`src/rtl/timer_pkg.sv`:
```
// timer_pkg: shared types and address map for the machine-timer interrupt block.
//   tirq_state_e : interrupt-request FSM states
//   MTIMECMP_LO/HI, MTIME_LO/HI : word addresses on the LSU data bus
package timer_pkg;

  typedef enum logic [1:0] {
    IDLE    = 2'd0,
    PENDING = 2'd1,
    SERVICE = 2'd2
  } tirq_state_e;

  localparam logic [31:0] MTIMECMP_LO = 32'h0200_4000;
  localparam logic [31:0] MTIMECMP_HI = 32'h0200_4004;
  localparam logic [31:0] MTIME_LO    = 32'h0200_BFF8;
  localparam logic [31:0] MTIME_HI    = 32'h0200_BFFC;

endpackage

```
`src/rtl/mtime_counter.sv`:
```
// mtime_counter: prescaler plus 64-bit free-running mtime with per-half writes.
//   clk, rst          : clock, async active-high reset
//   wr_lo_i, wr_hi_i  : load mtime[31:0] / mtime[63:32] from wdata_i this edge
//   wdata_i           : store data
//   mtime_o           : current mtime value
module mtime_counter #(
  parameter int unsigned PRESCALE = 1
) (
  input  logic        clk,
  input  logic        rst,
  input  logic        wr_lo_i,
  input  logic        wr_hi_i,
  input  logic [31:0] wdata_i,
  output logic [63:0] mtime_o
);

  localparam logic [15:0] PRE_LAST = 16'(PRESCALE - 1);

  logic [15:0] pre_q, pre_d;
  logic [31:0] lo_q, lo_d;
  logic [31:0] hi_q, hi_d;
  logic        tick;
  logic        carry;

  assign tick  = (pre_q == PRE_LAST);
  assign carry = tick && (lo_q == 32'hFFFF_FFFF);

  // A written half takes the store data and discards its own increment
  // (for the high half that increment is the carry from the low half).
  always_comb begin
    pre_d = tick ? 16'd0 : pre_q + 16'd1;
    lo_d  = lo_q;
    hi_d  = hi_q;
    if (wr_lo_i)   lo_d = wdata_i;
    else if (tick) lo_d = lo_q + 32'd1;
    if (wr_hi_i)    hi_d = wdata_i;
    else if (carry) hi_d = hi_q + 32'd1;
  end

  always_ff @(posedge clk or posedge rst) begin
    if (rst) begin
      pre_q <= 16'd0;
      lo_q  <= 32'd0;
      hi_q  <= 32'd0;
    end else begin
      pre_q <= pre_d;
      lo_q  <= lo_d;
      hi_q  <= hi_d;
    end
  end

  assign mtime_o = {hi_q, lo_q};

endmodule

```
`src/rtl/timer_irq_ctrl.sv`:
```
// timer_irq_ctrl: machine-timer interrupt source (mtime/mtimecmp + request FSM).
//   clk, rst     : clock, async active-high reset
//   addr, wdata  : LSU byte address / store data
//   wr_en, rd_en : full-word store / load strobes
//   rdata        : combinational load data (0 when rd_en low or unmapped)
//   epc_taken    : CSR unit accepted the trap this cycle
//   is_mret      : MRET retiring
//   trap_handle  : registered interrupt request
//   mtip         : registered mtime >= mtimecmp
//
// state   | meaning
// IDLE    | no request; raise when mtip seen
// PENDING | trap_handle high, waiting for acceptance or withdrawal
// SERVICE | handler running; request held low until MRET
module timer_irq_ctrl
  import timer_pkg::*;
#(
  parameter int unsigned PRESCALE = 1
) (
  input  logic        clk,
  input  logic        rst,
  input  logic [31:0] addr,
  input  logic [31:0] wdata,
  input  logic        wr_en,
  input  logic        rd_en,
  output logic [31:0] rdata,
  input  logic        epc_taken,
  input  logic        is_mret,
  output logic        trap_handle,
  output logic        mtip
);

  logic [63:0] mtime;
  logic [63:0] cmp_q, cmp_d;
  logic        mtip_q, trap_q;
  tirq_state_e state_q, state_d;

  logic wr_cmp_lo, wr_cmp_hi, wr_mt_lo, wr_mt_hi;

  assign wr_cmp_lo = wr_en && (addr == MTIMECMP_LO);
  assign wr_cmp_hi = wr_en && (addr == MTIMECMP_HI);
  assign wr_mt_lo  = wr_en && (addr == MTIME_LO);
  assign wr_mt_hi  = wr_en && (addr == MTIME_HI);

  mtime_counter #(.PRESCALE(PRESCALE)) u_mtime (
    .clk     (clk),
    .rst     (rst),
    .wr_lo_i (wr_mt_lo),
    .wr_hi_i (wr_mt_hi),
    .wdata_i (wdata),
    .mtime_o (mtime)
  );

  always_comb begin
    cmp_d = cmp_q;
    if (wr_cmp_lo) cmp_d[31:0]  = wdata;
    if (wr_cmp_hi) cmp_d[63:32] = wdata;
  end

  // FSM works off the registered mtip, so a compare change reaches the
  // request two edges later.
  always_comb begin
    state_d = state_q;
    case (state_q)
      IDLE:    if (mtip_q) state_d = PENDING;
      PENDING: begin
        if (epc_taken)    state_d = SERVICE;
        else if (!mtip_q) state_d = IDLE;
      end
      SERVICE: if (is_mret) state_d = IDLE;
      default: state_d = IDLE;
    endcase
  end

  always_ff @(posedge clk or posedge rst) begin
    if (rst) begin
      cmp_q   <= 64'hFFFF_FFFF_FFFF_FFFF;
      mtip_q  <= 1'b0;
      state_q <= IDLE;
      trap_q  <= 1'b0;
    end else begin
      cmp_q   <= cmp_d;
      mtip_q  <= (mtime >= cmp_q);
      state_q <= state_d;
      trap_q  <= (state_d == PENDING);
    end
  end

  assign trap_handle = trap_q;
  assign mtip        = mtip_q;

  always_comb begin
    rdata = 32'd0;
    if (rd_en) begin
      case (addr)
        MTIMECMP_LO: rdata = cmp_q[31:0];
        MTIMECMP_HI: rdata = cmp_q[63:32];
        MTIME_LO:    rdata = mtime[31:0];
        MTIME_HI:    rdata = mtime[63:32];
        default:     rdata = 32'd0;
      endcase
    end
  end

endmodule

```
`config.mk`:
```
export PLATFORM = sky130hd
export DESIGN_NAME = timer_irq_ctrl
export DESIGN_NICKNAME = d
export VERILOG_FILES = /design/src/rtl/timer_pkg.sv /design/src/rtl/mtime_counter.sv /design/src/rtl/timer_irq_ctrl.sv
export SDC_FILE = /design/constraint.sdc
export NUM_CORES = 1
export LEC_CHECK = 0
export BUFFER_PORTS_ARGS = -buffer_cell sky130_fd_sc_hd__buf_2
export CAP_MARGIN = 10
export CORE_ASPECT_RATIO = 1.2
export CORE_MARGIN = 2
export CORE_UTILIZATION = 45
export DETAILED_ROUTE_END_ITERATION = 10
export GPL_TIMING_DRIVEN = 0
export REMOVE_ABC_BUFFERS = 1
export SYNTH_ARGS = -nofsm -noshare
export SYNTH_HDL_FRONTEND = slang
export SYNTH_SLANG_ARGS = --single-unit
```
`constraint.sdc`:
```
create_clock -name clk -period 5.8 [get_ports clk]
set_input_delay 0.58 -clock clk [delete_from_list [all_inputs] [get_ports clk]]
set_output_delay 0.58 -clock clk [all_outputs]
set_load 0.05 [all_outputs]
```
# Yosys cells after proc, flatten, opt, wreduce, memory -nomap -nowiden
# Index checks and enable logic that the tools add are counted.
# totals
in_bits,70
word_cells,41
ff_bits,148
output_inout_bits,34
# op_classes
n_mux,12
n_eq_ne,8
order_cmp,1
add_sub_neg,3
reduce_logical,9
# ops
cell,n
two-way mux 32 bit,5
"== test 32 x 26 -> 1 bit, second input constant",4
one-hot mux 32 bit (4 select lines),1
"adder 32 x 1 -> 32 bit, second input constant",2
greater-or-equal comparator 64 bit,1
"== test 32 bit, second input constant",1
"adder 16 x 1 -> 16 bit, second input constant",1
logical NOT 16 bit,1
two-way mux 16 bit,1
two-way mux 2 bit,4
one-hot mux 2 bit (3 select lines),1
logical AND 1 bit,5
"== test 2 x 1 -> 1 bit, second input constant",2
nonzero test 2 bit,2
"== test 2 bit, second input constant",1
logical NOT 2 bit,1

# Logic depth before layout (Yosys ltp)
# Gate-level depths: netlist (run 1).
# depth
word_depth,4
depth_mapped,9

# By module
# A second synthesis (run 1) with hierarchy kept.
# unflattened
cells_unflattened,1125
hier_area_um2,10146.0
# by_module_without_submodules
module,seq_area_each_um2,area_per_inst_um2,n_inst,cells_per_inst
timer_irq_ctrl,1781.7,5440.2,1,591
mtime_counter,2001.9,4705.8,1,534

# Worst setup path before layout (run 1)
# OpenSTA, ideal clock, no wires.
# synth_path
path_type,input to output
from,input addr[26]
to,output rdata[1]
required_time_ns,5.220
cell_stages,8
t_arrival_ns,2.909
setup_slack_ns,2.311
cell_sequence,or4_1 clkbuf_1 nor3_1 and2_1 clkbuf_1 clkbuf_1 a222oi_1 nor2_1
# synth_between
elab_chain_len,3
# synth_lines
item,line_no,rtl
from (decl),timer_irq_ctrl.sv:22,"input logic [31:0] addr,"
== test 32 x 26 -> 1 bit,timer_irq_ctrl.sv:95,case (addr)
one-hot mux 32 bit (4 select lines) (*),timer_irq_ctrl.sv:95,
two-way mux 32 bit (*),timer_irq_ctrl.sv:94,if (rd_en) begin
to (decl),timer_irq_ctrl.sv:26,"output logic [31:0] rdata,"
# Every way passes the cells marked *; elsewhere a longest branch is shown, timed or not.

# Final worst setup path (run 1)
# layout_path
from,input addr[1]
to,output rdata[31]
# Same word-level chain as after synthesis.

==> impl_metrics.tcl, run 1 <==
set metrics [dict create \
    ctsHoldBuffers 0 \
    synth_top_area_cell "dfrtp_1" \
    min_path_type "input port to async pin" \
    worstSetupStartpointType "input port" \
    ys_warn_count 0 \
    leakage_nw 5.18 \
    track_usage_pct 25.6 \
    place_hpwl_mm 19.8 \
    final.setup.tns_ns 0 \
    syn_to_final_growth_pct 15.8 \
    ir_worst_vdd_mv 0.202 \
    drt-pass1-iter-count 7 \
    wire_per_inst_um 17.9 \
    place_congestion 0.821 \
    ys_types 53 \
    fmaxAchievable_ghz 0.261 \
    status "complete, no violations" \
    ys_ff_latch 148 \
    fin_crit_sh_pct 66.2 \
    drcViolationCount 0 \
    antenna_left 0 \
    cts_setup_buffers 0 \
    clk_latency_ns 0.43 \
    dieWidth_um 137 \
    critical_path_class "input port to output pin" \
    skew_ns 0.0144 \
    cts_buffers 17 \
    ys_async_sr_fraction_pct 100 \
    start_util_pct 45.7 \
    r2r_cells 8 \
    final_nets 1352 \
    r2r-start "u_mtime.pre_q[0]" \
    antenna_found_initial 0 \
    cp.required_ns 5.22 \
    cap_violations 0 \
    synth_edf_count 0 \
    cts_buffer_depth 2 \
    cellPowerDensity_nw_per_um2 202 \
    utilization_pct 52.9 \
    htreeDepth 4 \
    cts_resized 0 \
    die-area_um2 22300 \
    rsz0062_at_grt "false" \
    yosys.area.top_type_share_pct 22.1 \
    grt_pass1_wl_mm 44.4 \
    coreArea_um2 20800 \
    via_per_inst 5.64 \
    drive_gt1_share_pct 19.5 \
    cp_max_fo 32 \
    fin_crit_ns 3.84 \
    hold_violations 0 \
    drt_iter0_drc 606 \
    syn_inst 1129 \
    wl_mm 26.7 \
    setup_viol 0 \
    startpoint "addr[1]" \
    num_antenna_cells 0 \
    synthTopCellsByArea "dfrtp_1, dfstp_2, ha_1" \
    cts_tree "yes" \
    syn_area_um2 9510 \
    cp.arrival_ns 3.26 \
    post_synth.cell_area_avg_um2 8.43 \
    synthFlopType "dfrtp_1" \
    overflow 0 \
    finalMaxSlewViolations 0 \
    num_rows 58 \
    ys_seq_area_share_pct 39.8 \
    worst_pin_slew_ns 1.24 \
    slew_headroom_pct 17.4 \
    grt_max_degree 78 \
    ios 104 \
    root_buffer "clkbuf_16" \
    vias 8449 \
    end_kind "output pin" \
    fp.dieH_um 163 \
    io_buffers 103 \
    clock_sinks 148 \
    grt_pass1_vias 8429 \
    r2r_setup_slack_ns 2.83 \
    cts.reportedPaths.clkPinSlew_ns 0.07 \
]
==> area by class of cell <==
| class | count | area [µm²] |
|---|---|---|
| fillers | 2023 | 9810 |
| multi-input cells | 853 | 5280 |
| flip-flops and latches | 148 | 3780 |
| repair buffers | 122 | 752 |
| clock buffers | 18 | 439 |
| well taps | 270 | 338 |
| inverters | 72 | 275 |
| clock inverters | 14 | 144 |
==> power breakdown <==
group | switching (W) | internal (W)
sequential | 0.000000000673 | 0.00103
combinational | 0.0000545 | 0.0000268
clock | 0.000497 | 0.000616
==> worst max-delay path: stages <==
cell and delay (ns):
buf_2 0.09, nor4_1 0.29, nand4_1 0.41, nor3_1 0.40, and2_2 0.75, a222oi_1 0.30
nor2_1 0.15, buf_2 0.29
==> cells by family after synthesis <==
kind of cell | after synthesis | synth area share [%]
and+or+nand+nor | 476 | 24.3
adders and majority gates | 68 | 8.94
buffers and inverters | 128 | 5.10
AOI/OAI and AO/OA | 234 | 14.8
muxes | 12 | 1.30
DFF | 148 | 39.8
xor gates and xnor gates | 63 | 5.80
==> layer usage <==
layer | vias up | global-route usage [%] | wire length (µm)
li1 | 4179 | - | -
met1 | 4040 | 33.3 | 11900
met2 | 191 | 43.8 | 13400
met3 | 39 | 3.23 | 994
met4 | 0 | 8.48 | 541
met5 | - | 0 | 0
==> registers in the layout, summed over array words and instances (netlist names) <==
signal	cells
mtip	1
trap_handle	1
u_mtime.hi_q	32
cmp_q	64
state_q	2
u_mtime.lo_q	32
u_mtime.pre_q	16
==> cell usage in the layout, fill, tap and decap left out, drive strengths merged, types with 20 or more instances in the layout <==
| master | instances |
|---|---|
| dfrtp | 84 |
| nor4 | 28 |
| nor2 | 63 |
| inv | 79 |
| ha | 68 |
| xnor2 | 35 |
| buf | 122 |
| a21oi | 26 |
| a222oi | 32 |
| nand3 | 55 |
| o21ai | 152 |
| nand2 | 217 |
| nand4 | 29 |
| dfstp | 64 |
| xor2 | 28 |
| and3 | 20 |
==> worst paths after layout <==
path / to
max: rdata[31]
min: u_mtime.lo_q[10]
max reg2reg: u_mtime.hi_q[11]
min reg2reg: u_mtime.pre_q[15]
max in group asynchronous: cmp_q[27]
min in group clk: cmp_q[12]
==> Yosys cell counts (3+ instances only) <==
| cell type | instances |
|---|---|
| nor3_1 | 15 |
| xnor2_1 | 35 |
| nor3b_1 | 3 |
| nor4_1 | 24 |
| and3_1 | 20 |
| or4_1 | 5 |
| nor4_2 | 3 |
| inv_1 | 72 |
| nor2_1 | 63 |
| xor2_1 | 28 |
| o21ai_1 | 3 |
| ha_1 | 68 |
| a221oi_1 | 3 |
| a211oi_1 | 4 |
| or3_1 | 4 |
| nor2b_1 | 9 |
| mux2i_1 | 9 |
| a21oi_1 | 26 |
| a21o_1 | 4 |
| o21ai_0 | 149 |
| buf_2 | 4 |
| mux2_2 | 3 |
| a222oi_1 | 32 |
| nand4_1 | 29 |
| nand2_1 | 217 |
| dfstp_2 | 64 |
| nor4b_1 | 3 |
| and2_1 | 3 |
| o211ai_1 | 3 |
| and3b_1 | 4 |
| nand3_1 | 54 |
| and4_1 | 9 |
| dfrtp_1 | 84 |
| clkbuf_1 | 50 |
==> metrics by stage <==
| step | hold WS [ns] | power (W) | instance area [µm²] | instances | setup slack (ns) |
|---|---|---|---|---|---|
| global route | 0.309 | 0.00230 | 11000 | 1497 | 1.70 |
| detailed placement | 0.489 | 0.00113 | 10400 | 1465 | 1.94 |
| global placement | 0.487 | 0.00113 | 10200 | 1446 | -2.17 |
| CTS | 0.275 | 0.00225 | 11000 | 1497 | 1.93 |
| floorplan | 0.464 | 0.00108 | 9300 | 1073 | 0.655 |
| finish | 0.243 | 0.00223 | 11000 | 1497 | 1.96 |
(Power assumes the default switching activity.)
==> run 2, diff against run 1 <==
- clock period: 5.8 -> 3.6 ns (I/O delays scaled with it)
==> run 2 against run 1 <==
- design area about the same
- critical path depth stayed put
- sequential share of layout area about the same
- non-clock buffer count unchanged
- clock skew is 0.0011 ns lower
- total power rose by 61%
- largest power group unchanged
- setup slack lost 1.7 ns
- wire length barely moved
- sequential cell count unchanged
- register-to-register slack got worse by 2.2 ns
==> impl_metrics.tcl, run 2 (same netlist as run 1, synthesis figures left out) <==
set metrics [dict create \
    cts.reportedPaths.clkPinSlew_ns 0.07 \
    dp_cells 1465 \
    root_buffer "clkbuf_16" \
    rsz0062_at_grt "false" \
    status "complete, no violations" \
    fin_crit_sh_pct 91.7 \
    crit_slowest_cell "nor3_2" \
    fin_crit_ns 3.30 \
    path_depth 8 \
    slew_headroom_pct 17.4 \
    wl_mm 26.7 \
    crit_chain "buf_2 > nor4_1 > nand4_1 > nor3_2 > buf_4 > a222oi_1 > nor2_1 > buf_2" \
    cp.arrival_ns 2.94 \
    fmaxAchievable_ghz 0.303 \
    clock_sinks 148 \
    start_util_pct 45.7 \
    cts_setup_buffers 0 \
    worstSetupStartpointType "input port" \
    final.setup.tns_ns 0 \
    pwr-share-comb_pct 3.6 \
    r2r_setup_slack_ns 0.64 \
    routed-wl-met3_mm 1.02 \
    end_kind "output pin" \
    finalMaxSlewViolations 0 \
    grt_pass1_vias 8429 \
    swShare_pct 24.8 \
    slowest_delay_ns 0.85 \
    worst_slack_ns 0.300 \
    cp.required_ns 3.24 \
    syn_to_final_growth_pct 15.8 \
    via_per_inst 5.65 \
    setup_viol 0 \
    htreeDepth 4 \
    r2r-start "u_mtime.pre_q[0]" \
    p_int_w 0.00270 \
    final_cell_area_um2 11000 \
    utilization_pct 52.9 \
    die-area_um2 22300 \
    num_antenna_cells 0 \
    track_usage_pct 25.6 \
    grt_max_degree 78 \
    final_nets 1352 \
    dpl_cell_area_um2 10400 \
    top_register "cmp_q" \
    cts_buffers 17 \
    hold_violations 0 \
    p_sw_w 0.000892 \
    rr_endpoint "u_mtime.hi_q[11]" \
    cts_resized 0 \
    min_path_type "input port to async pin" \
    cellPowerDensity_nw_per_um2 326 \
    grt_pass1_wl_mm 44.4 \
    mostFrequentLayoutCells "nand2_1, o21ai_0, buf_2" \
    clk_latency_ns 0.44 \
    drt-pass1-iter-count 7 \
    drt_iter0_drc 573 \
    stdcell_count 1497 \
    cts_tree "yes" \
    worst_pin_slew_ns 1.24 \
    ctsHoldBuffers 0 \
    ios 104 \
    place_congestion 0.821 \
    top_regs "cmp_q (64), u_mtime.hi_q (32), u_mtime.lo_q (32)" \
    place_hpwl_mm 19.8 \
    met2_length_mm 13.4 \
    highest_layer "met4" \
    p_seq_share_pct 46.4 \
    cpLargestDelayFamily "simple AND/OR/NAND/NOR gates" \
    drive_gt1_share_pct 19.5 \
    cap_violations 0 \
    post-place-ws_ns 0.181 \
    coreArea_um2 20800 \
    power_frac_clock_pct 50.0 \
    ir_worst_vdd_mv 0.327 \
    vias 8457 \
    antenna_found_initial 0 \
    fp.dieH_um 163 \
    r2r_cells 8 \
    cp_max_fo 12 \
    num_rows 58 \
    io_buffers 103 \
    crit_buf_inv 3 \
    final_common_cell "nand2_1" \
    drcViolationCount 0 \
    largest_register_ff_count 64 \
    leakage_nw 5.18 \
    cpMostUsedCell "buf_2" \
    critical_path_class "input port to output pin" \
    dieWidth_um 137 \
    antenna_left 0 \
    wire_per_inst_um 17.9 \
    overflow 0 \
    skew_ns 0.0133 \
    cts_buffer_depth 2 \
    met1Wirelength_mm 11.8 \
]
==> run 2: cell counts in the layout (fill, tap and decap cells not counted) <==
No cell type changed its count.
==> run 2: power groups by stage <==
stage	Sequential [W]	Clock, W	Combinational, W
6_report	0.00167	0.00180	0.000131
5_1_grt	0.00167	0.00189	0.000149
4_1_cts	0.00167	0.00182	0.000134
3_5_place_dp	0.00169	0	0.000133
3_3_place_gp	0.00169	0	0.000127
2_1_floorplan	0.00169	0	0.0000443
==> run 2: area by class of cell <==
type	instances	area, µm²
inverter	72	275
tap	270	338
clock inverter	14	144
timing repair buffer	122	752
multi-input combinational	853	5280
clock buffer	18	439
sequential	148	3780
fill	2025	9810
==> run 2: worst max path at each step <==
stage	startpoint	to	slack (ns)
after floorplan	addr[26]	rdata[0]	-1.10
after global placement	addr[26]	rdata[15]	-3.93
after detailed placement	addr[1]	rdata[31]	0.18
after CTS	addr[1]	rdata[31]	0.17
after global routing	addr[1]	rdata[31]	0.06
final	addr[1]	rdata[31]	0.30
==> run 2: stage by stage <==
step | total power [W] | hold slack (ns)
3_3_place_gp | 0.00182 | 0.487
6_report | 0.00360 | 0.0254
3_5_place_dp | 0.00183 | 0.489
5_1_grt | 0.00371 | 0.0886
2_1_floorplan | 0.00174 | 0.464
4_1_cts | 0.00362 | 0.0548
==> run 2: per-layer routing <==
layer,track usage (%),up-vias
met5,0,-
met4,8.48,0
met3,3.23,39
met2,43.8,183
met1,33.3,4065
li1,-,4170
==> run 3, diff against run 2 <==
- SYNTH_HIERARCHICAL: default -> 1
==> run 3 against run 2 <==
- wire length rose by 27%
- synthesized cell count down 0.35%
- non-clock buffer count rose by 4
- critical path depth is 3 lower
- clock skew fell by 0.0045 ns
- sequential share of layout area decreased by 2.2 points
- count of clock-buffer cells in the layout is 3 higher
- sequential cell count stayed put
- combinational power grew 44%
- clock power rose by 5%
- synthesized area grew 6.7%
==> impl_metrics.tcl, run 3 <==
set metrics [dict create \
    final_nets 1350 \
    synthTopCellsByArea "dfrtp_1, dfstp_2, ha_1" \
    start_util_pct 45.5 \
    num_rows 60 \
    grt_max_degree 66 \
    die-area_um2 23800 \
    ys_ff_latch 148 \
    via_per_inst 6.30 \
    grt_pass1_wl_mm 51.8 \
    ys_types 65 \
    finalMaxSlewViolations 0 \
    fmaxAchievable_ghz 0.283 \
    critical_path_class "register to register" \
    cts_tree "yes" \
    cts_buffers 17 \
    synth_top_area_cell "dfrtp_1" \
    worst_pin_slew_ns 1.15 \
    ir_worst_vdd_mv 0.330 \
    setup_viol 0 \
    cts.reportedPaths.clkPinSlew_ns 0.06 \
    cap_violations 0 \
    hold_violations 0 \
    track_usage_pct 28.3 \
    clk_latency_ns 0.44 \
    htreeDepth 4 \
    syn_inst 1125 \
    yosys.area.top_type_share_pct 20.7 \
    post_synth.cell_area_avg_um2 9.02 \
    cp_max_fo 36 \
    drt_iter0_drc 873 \
    syn_area_um2 10100 \
    min_path_type "input port to register" \
    wl_mm 34.0 \
    p_total_w 0.00377 \
    antenna_left 0 \
    clock_sinks 148 \
    io_buffers 103 \
    r2r_setup_slack_ns 0.06 \
    r2r-start "u_mtime/lo_q[15]" \
    synthFlopType "dfrtp_1" \
    fin_crit_ns 3.54 \
    end_kind "register" \
    rsz0062_at_grt "true" \
    syn_to_final_growth_pct 16.1 \
    slew_headroom_pct 22.6 \
    dieWidth_um 141 \
    min_delay_path_depth 3 \
    drt-pass1-iter-count 6 \
    cts_buffer_depth 2 \
    top_register "cmp_q" \
    wire_per_inst_um 22.6 \
    drcViolationCount 0 \
    dp_cells 1462 \
    yosys-top-cells-count "nand2_1, inv_1, dfrtp_1, ha_1, nand3_1" \
    worstSetupStartpointType "register" \
    ys_seq_area_share_pct 37.3 \
    root_buffer "clkbuf_16" \
    largest_register_ff_count 64 \
    skew_ns 0.00879 \
    worstHoldEndpoint "u_mtime/lo_q[18]" \
    r2r_cells 5 \
    stdcell_count 1504 \
    ys_async_sr_fraction_pct 100 \
    antenna_found_initial 0 \
    overflow 0 \
    leakage_nw 4.77 \
    place_hpwl_mm 23.1 \
    top_regs "cmp_q (64), u_mtime/hi_q (32), u_mtime/lo_q (32)" \
    final_cell_area_um2 11800 \
    cp.required_ns 3.95 \
    drive_gt1_share_pct 21.0 \
    fin_hold_ws_ns 0.172 \
    synth_edf_count 0 \
    ys_warn_count 6 \
    dpl_cell_area_um2 11000 \
    cp.arrival_ns 3.89 \
    mostFrequentLayoutCells "buf_2, nand2_1, inv_1, dfrtp_1, ha_1" \
    final_common_cell "buf_2" \
    fp.dieH_um 168 \
    status "complete, no violations" \
    rr_endpoint "u_mtime/hi_q[13]" \
    synth.most_common_cell "nand2_1" \
    ios 104 \
    fin_crit_sh_pct 98.3 \
    holdCritStartpoint "wdata[18]" \
    place_congestion 0.860 \
    cellPowerDensity_nw_per_um2 320 \
    vias 9481 \
    coreArea_um2 22300 \
    grt_pass1_vias 9041 \
]
[run 3: power breakdown]
group	internal, W	leakage, nW	switching (W)
sequential	0.00168	1.61	0.00000781
combinational	0.0000589	2.87	0.000129
clock	0.00117	0.293	0.000717
total	0.00291	4.77	0.000854
[run 3: how the worst max path moves through the flow]
| stage | slack (ns) | depth (start not counted) | endpoint | start |
|---|---|---|---|---|
| 2_1_floorplan | -0.57 | 8 | u_mtime/lo_q[28] | addr[15] |
| 5_1_grt | -0.07 | 5 | u_mtime/hi_q[13] | u_mtime/pre_q[13] |
| 3_3_place_gp | -3.27 | 9 | u_mtime/lo_q[28] | addr[15] |
| 4_1_cts | 0.002 | 8 | rdata[25] | addr[3] |
| 6_report | 0.06 | 5 | u_mtime/hi_q[13] | u_mtime/lo_q[15] |
| 3_5_place_dp | -1.01 | 8 | rdata[1] | addr[3] |
[run 3: worst max-delay path: stages (launching register included)]
cell     delay, ns
dfrtp_1       0.49
nand4_1       0.26
nor4_2        0.56
nand4_2       0.97
or4_2         0.98
a31oi_1       0.19
[run 3: layer usage]
metal	vias up	part of all wire [%]	GRT usage, %
met5	-	0	0
met4	0	3.3	12.0
met3	76	6.2	3.73
met2	378	48	47.3
met1	4687	42	37.0
li1	4340	-	-
[run 3: through the flow]
stage          setup slack, ns  util [%]  TNS, ns
2_1_floorplan           -0.569         -   -11.68
3_3_place_gp             -3.27      48.1  -364.14
3_5_place_dp             -1.01      49.5   -39.51
4_1_cts                0.00215      52.5        0
5_1_grt                -0.0736      52.8   -0.171
6_report                0.0611      52.8        0
[run 3: what timing repair did]
| action | CTS | global route |
|---|---|---|
| gates cloned | 0 | 1 |
| hold buffers | 1 | 0 |
| endpoints found under the setup margin | 36 | 28 |
| gates resized for setup | 7 | 1 |
| endpoints found under the hold margin | 31 | 0 |
| pin swaps | 2 | 4 |
| buffers inserted | 2 | 6 |
[run 3: cell families after synthesis]
logic type / after synthesis / synth area share, %
fa+ha+maj: 68 / 8.39
xor+xnor: 35 / 3.02
compound gates: 234 / 15.0
flops: 148 / 37.3
buf+inv: 147 / 5.97
mux: 68 / 7.50
simple gates: 425 / 22.8
[run 3: cell type report]
| cell class | count | area [µm²] |
|---|---|---|
| Antenna cell | 1 | 2.50 |
| Fill cell | 2073 | 10500 |
| Clock buffer | 21 | 450 |
| Multi-Input combinational cell | 831 | 5810 |
| Inverter | 88 | 337 |
| Timing Repair Buffer | 126 | 885 |
| Sequential cell | 148 | 3780 |
| Clock inverter | 10 | 159 |
| Tap cell | 279 | 349 |
